--- config.mk ---
export PLATFORM = sky130hd
export DESIGN_NAME = osc_input_events_flat
export DESIGN_NICKNAME = d
export VERILOG_FILES = /design/src/rtl/osc_input_events_pkg.sv /design/src/rtl/osc_input_events_if.sv /design/src/rtl/osc_input_events_ps2_rx.sv /design/src/rtl/osc_input_events.sv /design/src/flat_wrapper.sv
export SDC_FILE = /design/constraint.sdc
export NUM_CORES = 1
export LEC_CHECK = 0
export ABC_AREA = 1
export ABC_CLOCK_PERIOD_IN_PS = 1660
export CAP_MARGIN = 20
export CORE_MARGIN = 5
export CORE_UTILIZATION = 55
export CTS_CLUSTER_SIZE = 40
export DETAILED_ROUTE_END_ITERATION = 6
export HOLD_SLACK_MARGIN = 0.08
export PLACE_DENSITY = 0.7
export SYNTH_ARGS = -nofsm -noshare
export SYNTH_HDL_FRONTEND = slang
export SYNTH_SLANG_ARGS = --single-unit
--- constraint.sdc ---
create_clock -name clk -period 1.66 [get_ports clk]
set_input_delay 0.332 -clock clk [delete_from_list [all_inputs] [get_ports clk]]
set_output_delay 0.332 -clock clk [all_outputs]
set_load 0.05 [all_outputs]
--- src/rtl/osc_input_events_pkg.sv ---
// Shared constants for the oscilloscope input front end:
// PS/2 set-2 scancodes, event bit indices, PS/2 RX FSM states.
package osc_input_events_pkg;

   localparam logic [7:0] SC_EXT   = 8'hE0;
   localparam logic [7:0] SC_BRK   = 8'hF0;
   localparam logic [7:0] SC_UP    = 8'h75;
   localparam logic [7:0] SC_DOWN  = 8'h72;
   localparam logic [7:0] SC_LEFT  = 8'h6B;
   localparam logic [7:0] SC_RIGHT = 8'h74;
   localparam logic [7:0] SC_ENTER = 8'h5A;

   localparam int EV_UP    = 0;
   localparam int EV_DOWN  = 1;
   localparam int EV_LEFT  = 2;
   localparam int EV_RIGHT = 3;
   localparam int EV_OK    = 4;
   localparam int NEV      = 5;

   typedef enum logic [1:0] {
      PS2_IDLE,
      PS2_DATA,
      PS2_PARITY,
      PS2_STOP
   } ps2_state_t;

   // 1 when data plus parity bit hold an odd number of ones
   function automatic logic odd_ok(input logic [7:0] d,
                                   input logic p);
      return ^{d, p};
   endfunction

endpackage

--- src/rtl/osc_input_events_if.sv ---
// Raw inputs (buttons, PS/2 kc/kd) and event pulse outputs.
// master drives the raw inputs, slave is the event front end.
interface osc_input_events_if;

   logic [3:0] btns;
   logic       kc;
   logic       kd;
   logic       ev_up_pe;
   logic       ev_down_pe;
   logic       ev_left_pe;
   logic       ev_right_pe;
   logic       ev_ok_pe;
   logic       ps2_err_pe;

   modport master (
      output btns, kc, kd,
      input  ev_up_pe, ev_down_pe, ev_left_pe,
      input  ev_right_pe, ev_ok_pe, ps2_err_pe
   );

   modport slave (
      input  btns, kc, kd,
      output ev_up_pe, ev_down_pe, ev_left_pe,
      output ev_right_pe, ev_ok_pe, ps2_err_pe
   );

endinterface

--- src/rtl/osc_input_events_ps2_rx.sv ---
// PS/2 receiver: kc/kd sync, kc falling edge, 11-bit frame FSM, timeout.
// Ports: kc_i/kd_i raw; byte_o + valid_o (1 cycle); err_o (1 cycle drop).
module osc_input_events_ps2_rx
   import osc_input_events_pkg::*;
#(
   parameter int PS2_TIMEOUT_CYCLES = 50000
) (
   input  logic       clk,
   input  logic       rst,
   input  logic       kc_i,
   input  logic       kd_i,
   output logic [7:0] byte_o,
   output logic       valid_o,
   output logic       err_o
);

   localparam int TW = $clog2(PS2_TIMEOUT_CYCLES);
   localparam logic [TW-1:0] TO_LAST = TW'(PS2_TIMEOUT_CYCLES - 1);

   logic          kc1_q, kc2_q, kc3_q;
   logic          kd1_q, kd2_q;
   logic          kc_fe;

   ps2_state_t    state_q, state_d;
   logic [2:0]    bit_q, bit_d;
   logic [7:0]    sh_q, sh_d;
   logic          par_q, par_d;
   logic [TW-1:0] to_q, to_d;
   logic [7:0]    byte_q, byte_d;
   logic          valid_q, valid_d;
   logic          err_q, err_d;

   // PS/2 lines idle high, so the synchronizers reset high
   always_ff @(posedge clk or negedge rst) begin
      if (!rst) begin
         kc1_q <= 1'b1;
         kc2_q <= 1'b1;
         kc3_q <= 1'b1;
         kd1_q <= 1'b1;
         kd2_q <= 1'b1;
      end else begin
         kc1_q <= kc_i;
         kc2_q <= kc1_q;
         kc3_q <= kc2_q;
         kd1_q <= kd_i;
         kd2_q <= kd1_q;
      end
   end

   assign kc_fe = kc3_q & ~kc2_q;

   always_comb begin
      state_d = state_q;
      bit_d   = bit_q;
      sh_d    = sh_q;
      par_d   = par_q;
      to_d    = '0;
      byte_d  = byte_q;
      valid_d = 1'b0;
      err_d   = 1'b0;

      if (state_q != PS2_IDLE && !kc_fe)
         to_d = to_q + 1'b1;

      unique case (state_q)
         PS2_IDLE: begin
            if (kc_fe) begin
               if (!kd2_q) begin
                  state_d = PS2_DATA;
                  bit_d   = 3'd0;
               end else begin
                  err_d = 1'b1;
               end
            end
         end
         PS2_DATA: begin
            if (kc_fe) begin
               sh_d  = {kd2_q, sh_q[7:1]};
               bit_d = bit_q + 3'd1;
               if (bit_q == 3'd7)
                  state_d = PS2_PARITY;
            end
         end
         PS2_PARITY: begin
            if (kc_fe) begin
               par_d   = kd2_q;
               state_d = PS2_STOP;
            end
         end
         PS2_STOP: begin
            if (kc_fe) begin
               state_d = PS2_IDLE;
               if (kd2_q && odd_ok(sh_q, par_q)) begin
                  valid_d = 1'b1;
                  byte_d  = sh_q;
               end else begin
                  err_d = 1'b1;
               end
            end
         end
      endcase

      // stalled frame: keyboard stopped clocking mid-frame
      if (state_q != PS2_IDLE && !kc_fe && to_q == TO_LAST) begin
         state_d = PS2_IDLE;
         err_d   = 1'b1;
         to_d    = '0;
      end
   end

   always_ff @(posedge clk or negedge rst) begin
      if (!rst) begin
         state_q <= PS2_IDLE;
         bit_q   <= '0;
         sh_q    <= '0;
         par_q   <= 1'b0;
         to_q    <= '0;
         byte_q  <= '0;
         valid_q <= 1'b0;
         err_q   <= 1'b0;
      end else begin
         state_q <= state_d;
         bit_q   <= bit_d;
         sh_q    <= sh_d;
         par_q   <= par_d;
         to_q    <= to_d;
         byte_q  <= byte_d;
         valid_q <= valid_d;
         err_q   <= err_d;
      end
   end

   assign byte_o  = byte_q;
   assign valid_o = valid_q;
   assign err_o   = err_q;

endmodule

--- src/rtl/osc_input_events.sv ---
// Menu input front end: debounced buttons + PS/2 scancodes -> event pulses.
// Ports: clk, rst (async active-low), bus (slave: btns/kc/kd in, ev_*_pe out).
module osc_input_events
   import osc_input_events_pkg::*;
#(
   parameter int DEBOUNCE_CYCLES    = 500000,
   parameter int PS2_TIMEOUT_CYCLES = 50000
) (
   input  logic               clk,
   input  logic               rst,
   osc_input_events_if.slave  bus
);

   localparam int DW = $clog2(DEBOUNCE_CYCLES);
   localparam logic [DW-1:0] DB_LAST = DW'(DEBOUNCE_CYCLES - 1);

   logic [3:0]     bs1_q, bs2_q;
   logic [3:0]     stable;
   logic [3:0]     prev_q;
   logic [3:0]     btn_rise;
   logic [NEV-1:0] btn_ev;
   logic [NEV-1:0] kbd_ev;
   logic [NEV-1:0] ev_q;

   logic [7:0]     rx_byte;
   logic           rx_valid;
   logic           rx_err;
   logic           ext_q, ext_d;
   logic           brk_q, brk_d;

   always_ff @(posedge clk or negedge rst) begin
      if (!rst) begin
         bs1_q <= '0;
         bs2_q <= '0;
      end else begin
         bs1_q <= bus.btns;
         bs2_q <= bs1_q;
      end
   end

   for (genvar g = 0; g < 4; g++) begin : g_db
      logic [DW-1:0] cnt_q, cnt_d;
      logic          st_q, st_d;

      always_comb begin
         st_d  = st_q;
         cnt_d = '0;
         if (bs2_q[g] != st_q) begin
            if (cnt_q == DB_LAST)
               st_d = bs2_q[g];
            else
               cnt_d = cnt_q + 1'b1;
         end
      end

      always_ff @(posedge clk or negedge rst) begin
         if (!rst) begin
            cnt_q <= '0;
            st_q  <= 1'b0;
         end else begin
            cnt_q <= cnt_d;
            st_q  <= st_d;
         end
      end

      assign stable[g] = st_q;
   end

   always_ff @(posedge clk or negedge rst) begin
      if (!rst)
         prev_q <= '0;
      else
         prev_q <= stable;
   end

   assign btn_rise = stable & ~prev_q;

   always_comb begin
      btn_ev           = '0;
      btn_ev[EV_UP]    = btn_rise[0];
      btn_ev[EV_DOWN]  = btn_rise[1];
      btn_ev[EV_OK]    = btn_rise[2];
      btn_ev[EV_LEFT]  = btn_rise[3];
   end

   osc_input_events_ps2_rx #(
      .PS2_TIMEOUT_CYCLES (PS2_TIMEOUT_CYCLES)
   ) u_rx (
      .clk     (clk),
      .rst     (rst),
      .kc_i    (bus.kc),
      .kd_i    (bus.kd),
      .byte_o  (rx_byte),
      .valid_o (rx_valid),
      .err_o   (rx_err)
   );

   // E0/F0 are prefixes; a make code consumes ext, a break consumes both
   always_comb begin
      ext_d  = ext_q;
      brk_d  = brk_q;
      kbd_ev = '0;
      if (rx_valid) begin
         if (rx_byte == SC_EXT) begin
            ext_d = 1'b1;
         end else if (rx_byte == SC_BRK) begin
            brk_d = 1'b1;
         end else if (brk_q) begin
            ext_d = 1'b0;
            brk_d = 1'b0;
         end else begin
            ext_d = 1'b0;
            unique case (1'b1)
               (ext_q && rx_byte == SC_UP):
                  kbd_ev[EV_UP] = 1'b1;
               (ext_q && rx_byte == SC_DOWN):
                  kbd_ev[EV_DOWN] = 1'b1;
               (ext_q && rx_byte == SC_LEFT):
                  kbd_ev[EV_LEFT] = 1'b1;
               (ext_q && rx_byte == SC_RIGHT):
                  kbd_ev[EV_RIGHT] = 1'b1;
               (!ext_q && rx_byte == SC_ENTER):
                  kbd_ev[EV_OK] = 1'b1;
               default: ;
            endcase
         end
      end
   end

   always_ff @(posedge clk or negedge rst) begin
      if (!rst) begin
         ext_q <= 1'b0;
         brk_q <= 1'b0;
         ev_q  <= '0;
      end else begin
         ext_q <= ext_d;
         brk_q <= brk_d;
         ev_q  <= btn_ev | kbd_ev;
      end
   end

   assign bus.ev_up_pe    = ev_q[EV_UP];
   assign bus.ev_down_pe  = ev_q[EV_DOWN];
   assign bus.ev_left_pe  = ev_q[EV_LEFT];
   assign bus.ev_right_pe = ev_q[EV_RIGHT];
   assign bus.ev_ok_pe    = ev_q[EV_OK];
   assign bus.ps2_err_pe  = rx_err;

endmodule
--- src/flat_wrapper.sv ---
// flat-port wrapper written by rule: the top's interface ports become plain ports
module osc_input_events_flat import osc_input_events_pkg::*;
#(
   parameter int DEBOUNCE_CYCLES    = 500000,
   parameter int PS2_TIMEOUT_CYCLES = 50000
)
  (clk, rst, bus_btns, bus_kc, bus_kd, bus_ev_up_pe, bus_ev_down_pe, bus_ev_left_pe, bus_ev_right_pe, bus_ev_ok_pe, bus_ps2_err_pe);
  osc_input_events_if bus_i ();
  input  logic clk;
  input  logic rst;
  input wire logic [$bits(bus_i.btns)-1:0] bus_btns;
  input wire logic [$bits(bus_i.kc)-1:0] bus_kc;
  input wire logic [$bits(bus_i.kd)-1:0] bus_kd;
  output wire logic [$bits(bus_i.ev_up_pe)-1:0] bus_ev_up_pe;
  output wire logic [$bits(bus_i.ev_down_pe)-1:0] bus_ev_down_pe;
  output wire logic [$bits(bus_i.ev_left_pe)-1:0] bus_ev_left_pe;
  output wire logic [$bits(bus_i.ev_right_pe)-1:0] bus_ev_right_pe;
  output wire logic [$bits(bus_i.ev_ok_pe)-1:0] bus_ev_ok_pe;
  output wire logic [$bits(bus_i.ps2_err_pe)-1:0] bus_ps2_err_pe;
  assign bus_i.btns = bus_btns;
  assign bus_i.kc = bus_kc;
  assign bus_i.kd = bus_kd;
  assign bus_ev_up_pe = bus_i.ev_up_pe;
  assign bus_ev_down_pe = bus_i.ev_down_pe;
  assign bus_ev_left_pe = bus_i.ev_left_pe;
  assign bus_ev_right_pe = bus_i.ev_right_pe;
  assign bus_ev_ok_pe = bus_i.ev_ok_pe;
  assign bus_ps2_err_pe = bus_i.ps2_err_pe;
  osc_input_events #(.DEBOUNCE_CYCLES(DEBOUNCE_CYCLES), .PS2_TIMEOUT_CYCLES(PS2_TIMEOUT_CYCLES)) u_core (.clk(clk), .rst(rst), .bus(bus_i));
endmodule
==> results of run 1 <==
[cell families after synthesis]
kind of cell / Yosys count
AOI/OAI and AO/OA: 81
xor gates and xnor gates: 26
adders and majority gates: 11
buffers and inverters: 135
DFF: 144
muxes: 2
and+or+nand+nor: 507
[timing repair]
action,in CTS,in global routing
resized for setup,1,75
hold endpoints to repair,34,0
hold buffers,1,0
endpoints found under the setup margin,1,56
setup buffers,0,20
pin swaps,0,18
[synth_stat cells, types with 3 or more instances]
master	n
ha_1	11
inv_2	12
nor3b_1	6
a21oi_1	24
o21ai_1	6
nor3_4	4
nor2_2	6
or2_2	5
xnor2_1	6
nor3_2	9
nand4_1	51
nor2_4	6
nand3b_1	3
a31oi_1	4
o21ai_0	30
nand2_1	183
dfstp_2	5
xor2_1	20
nand2_2	7
a31o_2	3
dfrtp_1	139
nand3_1	49
a211oi_1	3
nand3_2	5
nor4_1	12
nor3_1	19
inv_1	117
nor2_1	128
[state kept, by name, summed over array words and instances, names as in the netlist, 3 cells and up]
name	flops
u_core.u_rx.to_q	16
u_core.u_rx.byte_o	8
u_core.bs1_q	4
u_core.u_rx.bit_q	3
u_core.g_db.cnt_q	76
u_core.g_db.st_q	4
u_core.bs2_q	4
u_core.ev_q	5
u_core.u_rx.sh_q	8
u_core.prev_q	4
[area by class of cell]
type | count | area [um^2] | share of cell area [%]
clock buffers | 19 | 442.9 | 4.857
clock inverters | 11 | 188.9 | 2.072
inverters | 131 | 501.7 | 5.502
multi-input cells | 627 | 3596 | 39.43
flip-flops and latches | 144 | 3617 | 39.67
well taps | 176 | 220.2 | 2.415
repair buffers | 63 | 551.8 | 6.051
[report_power, final]
group / switching, uW / internal [uW]
Sequential: 255 / 3770
Combinational: 986 / 679
Clock: 1430 / 2680
[placed cells by master (no fill, tap or decap), types with 4 or more instances in the layout]
cell             instances
nand2_1                172
dfrtp_1                133
nor2_1                 121
inv_1                  113
nand4_1                 51
buf_4                   49
nand3_1                 41
o21ai_0                 28
a21oi_1                 22
xor2_1                  20
nor3_1                  18
clkbuf_16               17
nand2_2                 15
inv_2                   14
nor2_4                  11
nand3_2                 11
nor4_1                   9
nor3_4                   8
nor2_2                   8
ha_1                     7
xnor2_1                  6
nor3b_1                  6
nor3_2                   6
clkdlybuf4s50_1          6
dfrtp_2                  6
o21ai_1                  5
or2_2                    5
bufinv_16                5
dfstp_2                  5
nand2_4                  4
a31oi_1                  4
buf_12                   4
[per-layer routing]
| layer | vias up | part of all wire (%) |
|---|---|---|
| met4 | 0 | 2.1 |
| met2 | 144 | 48 |
| met3 | 44 | 4.0 |
| met5 | - | 0 |
| met1 | 2973 | 46 |
| li1 | 3123 | - |
[worst max path at each step]
| stage | slack (ns) | end | cells past startpoint |
|---|---|---|---|
| CTS | 0.006 | u_core.u_rx.to_q[11] | 8 |
| floorplan | 0.13 | u_core.g_db[3].cnt_q[9] | 8 |
| global placement | 0.07 | u_core.u_rx.to_q[11] | 8 |
| detailed placement | 0.03 | u_core.u_rx.to_q[14] | 8 |
| global route | -0.17 | u_core.u_rx.to_q[14] | 8 |
| finish | -0.03 | u_core.u_rx.to_q[14] | 8 |
[metrics by stage]
stage | total power [uW] | utilization (%) | instances | hold slack (ns) | instance area [um^2]
3_3_place_gp | 5445 | 60.46 | 1120 | 0.2776 | 8038
5_1_grt | 10330 | 68.59 | 1171 | 0.3346 | 9119
6_report | 9809 | 68.59 | 1171 | 0.3427 | 9119
3_5_place_dp | 5472 | 60.46 | 1120 | 0.2788 | 8038
2_1_floorplan | 5019 | - | 906 | 0.03641 | 7463
4_1_cts | 9608 | 65.33 | 1151 | 0.3394 | 8686
[worst max-delay path, cell delays in order, from the launching register on]
cell     delay, ns
dfrtp_1       0.41
ha_4          0.18
nand3_4       0.11
nor3_4        0.23
nand3_2       0.14
nor3_4        0.24
nand2_2       0.09
o21ai_2       0.12
nor2_1        0.05
==> reports/metrics.cfg, run 1 <==
[outcome]
status = finished, violations left
failed_checks = design-rule violations, negative setup slack

[global_routing]
grt_overflow = 0
grt_pass1_wl_mm = 27.08
gr-usage-met3_pct = 4.792
grt_use_met1_pct = 27.35
grt_use_total_pct = 20.28
grt_start_max_net_pins = 45
use_met2_pct = 32.91
grt_pass1_vias = 5939
antenna_found_initial = 0
grt-busiest-layer = met2

[logic_synthesis]
ys.flop_type = dfrtp_1
yosysSeqAreaShare_pct = 48.37
synth_compound_area_share_pct = 6.102
muxShareOfSynthArea_pct = 0.3018
synth_area_um2 = 7463
ys_types = 51
synth_top_cell_by_area = dfrtp_1
yosysWarnings = 0
synth_top_family_by_area = simple AND/OR/NAND/NOR gates
synth_async_sr_flop_share_pct = 100.0
synth_fa_ha_area_share_pct = 1.844
synth.top_cell.area_share_pct = 46.61
syn_inst = 906
synth_edf_count = 0
synth_area_leaders = dfrtp_1 47%, nand2_1 9.2%, nor2_1 6.4%
syn_area_per_cell_um2 = 8.238
synth_nets = 925
ys_seq_elements = 144
yosys.area_share.simple_pct = 33.51
synth_xor_area_share_pct = 3.051

[critical_path]
critPathRequiredTime_ns = 1.96
crit_fanout = 4
r2r_end = u_core.u_rx.to_q[14]
cp-end-kind = flip-flop
reg2regPathDepth = 8
crit_type = flip-flop to flip-flop
r2r-start = u_core.u_rx.to_q[0]
cp-start-kind = flip-flop
worst_ep_arrival_time_ns = 2.00
critPathLaunch = u_core.u_rx.to_q[0]
reg2reg_setup_slack_ns = -0.03

[sta]
maxSlewHeadroom_pct = 72.20
period_share_pct = 102.0
skew_ns = 0.007260
fmax_ghz = 0.5903
setup_viol = 1
setup_slack_ns = -0.03393
drv_slew = 0
fin_tns_setup_ns = -0.03393
layout_min_cycle_time_ns = 1.694
finalHoldViolations = 0
worst_pin_slew_ns = 0.4170
rsz0062_at_grt = yes

[floorplanning]
die_height_um = 126.5
rows = 42
initial_core_util_pct = 56.14
fp.dieW_um = 126.5
core-area_um2 = 13300
pin_count = 14
die_area_um2 = 16000

[route]
avgRoutedWirePerCell_um = 13.87
num_vias = 6284
ant_nets = 0
via_per_inst = 5.366
dr.pass1.iters = 7
wirelength_mm = 16.24
post-route-drc-count = 1
dr.first_iter.drc_count = 512

[place]
hpwl_mm = 10.87
gp_congestion = 0.8893
dp_slack_ns = 0.02965
port_buffers = 13

[power]
power_per_cell_area_nw_per_um2 = 1076
vdd_drop_max_v = 0.0008136
power_leakage_uw = 0.004272

[min_path]
holdPathStages = 1
worstHoldEndpoint = u_core.u_rx.kd1_q
hold_class = input pin to flip-flop
min_from = bus_kd

[clocking]
clk_latency_ns = 0.42
cts-htree-levels = 4
cts_buffers = 17
clkSinkCount = 144
cts_tree = done
clk_pin_slew_ns = 0.06
clk_path_buf_depth = 2
root_buffer = clkbuf_16

[cells_and_area]
area.growth.synth_to_final_pct = 22.18
fin_nets = 1003
n_fill_cell = 1023
drive_above_1_share_pct = 20.90
diodes = 0

[job]
drv_cap = 0

(Power assumes the default switching activity.)
==> run 2: changes to the inputs <==
Settings changed: DONT_BUFFER_PORTS set to 1, PLACE_DENSITY 0.7 to 0.68.
==> reports/metrics.cfg, run 2 (synthesis gave the netlist of run 1 again) <==
[cells_and_area]
diodes = 0  ; unchanged
reg_top3 = u_core.g_db.cnt_q x76, u_core.u_rx.to_q x16  ; unchanged
mostFrequentLayoutCell = nand2_1  ; unchanged
drive_above_1_share_pct = 19.88  ; was 20.90%
area.growth.synth_to_final_pct = 20.37  ; was 22.18%
fin_nets = 987  ; was 1003
largest_reg_flops = 76  ; unchanged
max_flop_register = u_core.g_db.cnt_q  ; unchanged
layout_common_cells = 170 x nand2_1, 135 x dfrtp_1, 123 x nor2_1  ; was 172 x nand2_1, 133 x dfrtp_1, 121 x nor2_1

[critical_path]
cp-end-kind = flip-flop  ; unchanged
crit_type = flip-flop to flip-flop  ; unchanged
cp-start-kind = flip-flop  ; unchanged
r2r_end = u_core.g_db[3].cnt_q[16]  ; was u_core.u_rx.to_q[14]
worst_ep_arrival_time_ns = 1.96  ; was 2.00 ns
critPathRequiredTime_ns = 1.97  ; was 1.96 ns
r2r-start = u_core.g_db[3].cnt_q[1]  ; was u_core.u_rx.to_q[0]
reg2regPathDepth = 10  ; was 8
cp_slowest_cell = dfrtp_1  ; unchanged
reg2reg_setup_slack_ns = 0.01  ; was -0.03 ns
crit_fanout = 3  ; was 4
max_stage_delay_ns = 0.37  ; was 0.41 ns
path_common_cell = nand2_2  ; was nor3_4
cp_cell_sequence = ha_2, nand2_2, nor2_4, nand2_2, nor3_4, nand2_2, nor2_4, nand3_2, nand2_1, nor2_1  ; was ha_4, nand3_4, nor3_4, nand3_2, nor3_4, nand2_2, o21ai_2, nor2_1

[place]
gp_congestion = 0.9079  ; was 0.8893
hpwl_mm = 10.70  ; was 10.87 mm
dp_slack_ns = -0.05043  ; was 0.02965 ns
port_buffers = 0  ; was 13

[global_routing]
grt_pass1_vias = 6122  ; was 5939
grt_start_max_net_pins = 145  ; was 45
grt_pass1_wl_mm = 27.18  ; was 27.08 mm
grt_use_total_pct = 20.27  ; was 20.28%
antenna_found_initial = 0  ; unchanged
grt_overflow = 0  ; unchanged

[min_path]
hold_class = input pin to async pin  ; was input pin to flip-flop

[sta]
period_share_pct = 99.35  ; was 102.0%
drv_slew = 0  ; unchanged
rsz0062_at_grt = yes  ; unchanged
setup_slack_ns = 0.01087  ; was -0.03393 ns
fmax_ghz = 0.6064  ; was 0.5903 GHz
finalHoldViolations = 144  ; was 0
skew_ns = 0.01005  ; was 0.007260 ns
layout_min_cycle_time_ns = 1.649  ; was 1.694 ns
setup_viol = 0  ; was 1
worst_pin_slew_ns = 0.4512  ; was 0.4170 ns
maxSlewHeadroom_pct = 69.94  ; was 72.20%
timing.hold.ws_ns = -0.3920  ; was 0.3427 ns

[route]
post-route-drc-count = 0  ; was 1
avgRoutedWirePerCell_um = 13.98  ; was 13.87 um
ant_nets = 0  ; unchanged
wirelength_mm = 16.17  ; was 16.24 mm
dr.pass1.iters = 5  ; was 7
dr.first_iter.drc_count = 518  ; was 512
num_vias = 6317  ; was 6284
via_per_inst = 5.460  ; was 5.366

[outcome]
status = finished, violations left  ; unchanged
failed_checks = negative hold slack  ; was design-rule violations, negative setup slack

[power]
fin_total_pwr_uw = 9563  ; was 9809 uW
vdd_drop_max_v = 0.001209  ; was 0.0008136 V
power_leakage_uw = 0.004229  ; was 0.004272 uW
power_per_cell_area_nw_per_um2 = 1064  ; was 1076 nW/um^2

[clocking]
clk_pin_slew_ns = 0.06  ; about the same
root_buffer = clkbuf_16  ; unchanged
cts_buffers = 17  ; unchanged
cts_tree = done  ; unchanged
clk_latency_ns = 0.42  ; about the same
cts-htree-levels = 4  ; unchanged
clkSinkCount = 144  ; unchanged
cts_hold_buf = 6  ; was 1
clk_path_buf_depth = 2  ; unchanged

[floorplanning]
fp.dieW_um = 126.5  ; unchanged
die_height_um = 126.5  ; unchanged
core-area_um2 = 13300  ; unchanged
initial_core_util_pct = 56.14  ; unchanged
rows = 42  ; unchanged
pin_count = 14  ; unchanged
die_area_um2 = 16000  ; unchanged

[job]
drv_cap = 0  ; unchanged

==> run 2: cell count changes in the layout (fill, tap and decap cells not counted), moves of 3 or more <==
cell / previous run / this run
clkdlybuf4s50_1: 6 / 0
inv_2: 14 / 17
ha_4: 1 / 4
buf_4: 49 / 38
buf_12: 4 / 0
dlygate4sd3_1: 1 / 6
==> run 2: worst max path at each step <==
stage | start | to
final | u_core.g_db[3].cnt_q[1] | u_core.g_db[3].cnt_q[16]
after CTS | u_core.g_db[3].cnt_q[1] | u_core.g_db[3].cnt_q[9]
after global routing | u_core.u_rx.sh_q[4] | u_core.u_rx.byte_o[0]
after global placement | u_core.g_db[2].cnt_q[0] | u_core.g_db[2].cnt_q[13]
after floorplan | u_core.g_db[3].cnt_q[0] | u_core.g_db[3].cnt_q[9]
after detailed placement | u_core.g_db[2].cnt_q[0] | u_core.g_db[2].cnt_q[13]
==> run 2: per-stage QoR <==
step / cell area [um^2] / util (%) / std cells / hold slack, ns / TNS [ns]
after floorplan: 7463 / - / 906 / 0.03641 / 0
after CTS: 8498 / 63.92 / 1135 / -0.4102 / 0
after detailed placement: 7809 / 58.73 / 1097 / 0.04088 / -0.1084
after global routing: 8984 / 67.57 / 1157 / -0.4149 / -1.101
after global placement: 7809 / 58.73 / 1097 / 0.04050 / -0.001105
final: 8984 / 67.57 / 1157 / -0.3920 / 0
==> run 2: timing repair <==
| item | 4_1_cts | 5_1_grt |
|---|---|---|
| setup buffers | 0 | 22 |
| endpoints found under the hold margin | 150 | 144 |
| endpoints found under the setup margin | 11 | 64 |
| gates resized for setup | 4 | 77 |
| pin swaps | 0 | 30 |
==> run 2: cell type report <==
type	instances	area, um^2
Tap cell	176	220.2
Clock inverter	10	135.1
Timing Repair Buffer	47	382.9
Clock buffer	22	474.2
Multi-Input combinational cell	627	3665
Inverter	131	491.7
Fill cell	1018	4312
Sequential cell	144	3615
==> run 2: per-layer routing <==
layer  part of all wire [%]  global-route usage, %  up-vias  routed length [um]
li1                       -                      -     3095                   -
met1                     44                  26.17     3020                7144
met2                     49                  33.19      166                7983
met3                    4.3                  5.212       36                 697
met4                    2.2                  7.256        0                 348
met5                      0                      0        -                   0
==> run 2: critical path: cells and delay by family (launching register included) <==
family                     cells  cell delay [ns]
adders and majority gates      1             0.19
DFF                            1             0.37
and+or+nand+nor                9             0.98
==> run 2: where the power goes <==
group / internal, uW / total [uW] / switching (uW) / leakage (uW)
clock network: 2480 / 3890 / 1420 / 0.000300
logic: 648 / 1620 / 976 / 0.00198
registers: 3770 / 4050 / 272 / 0.00194
total: 6900 / 9560 / 2660 / 0.00423
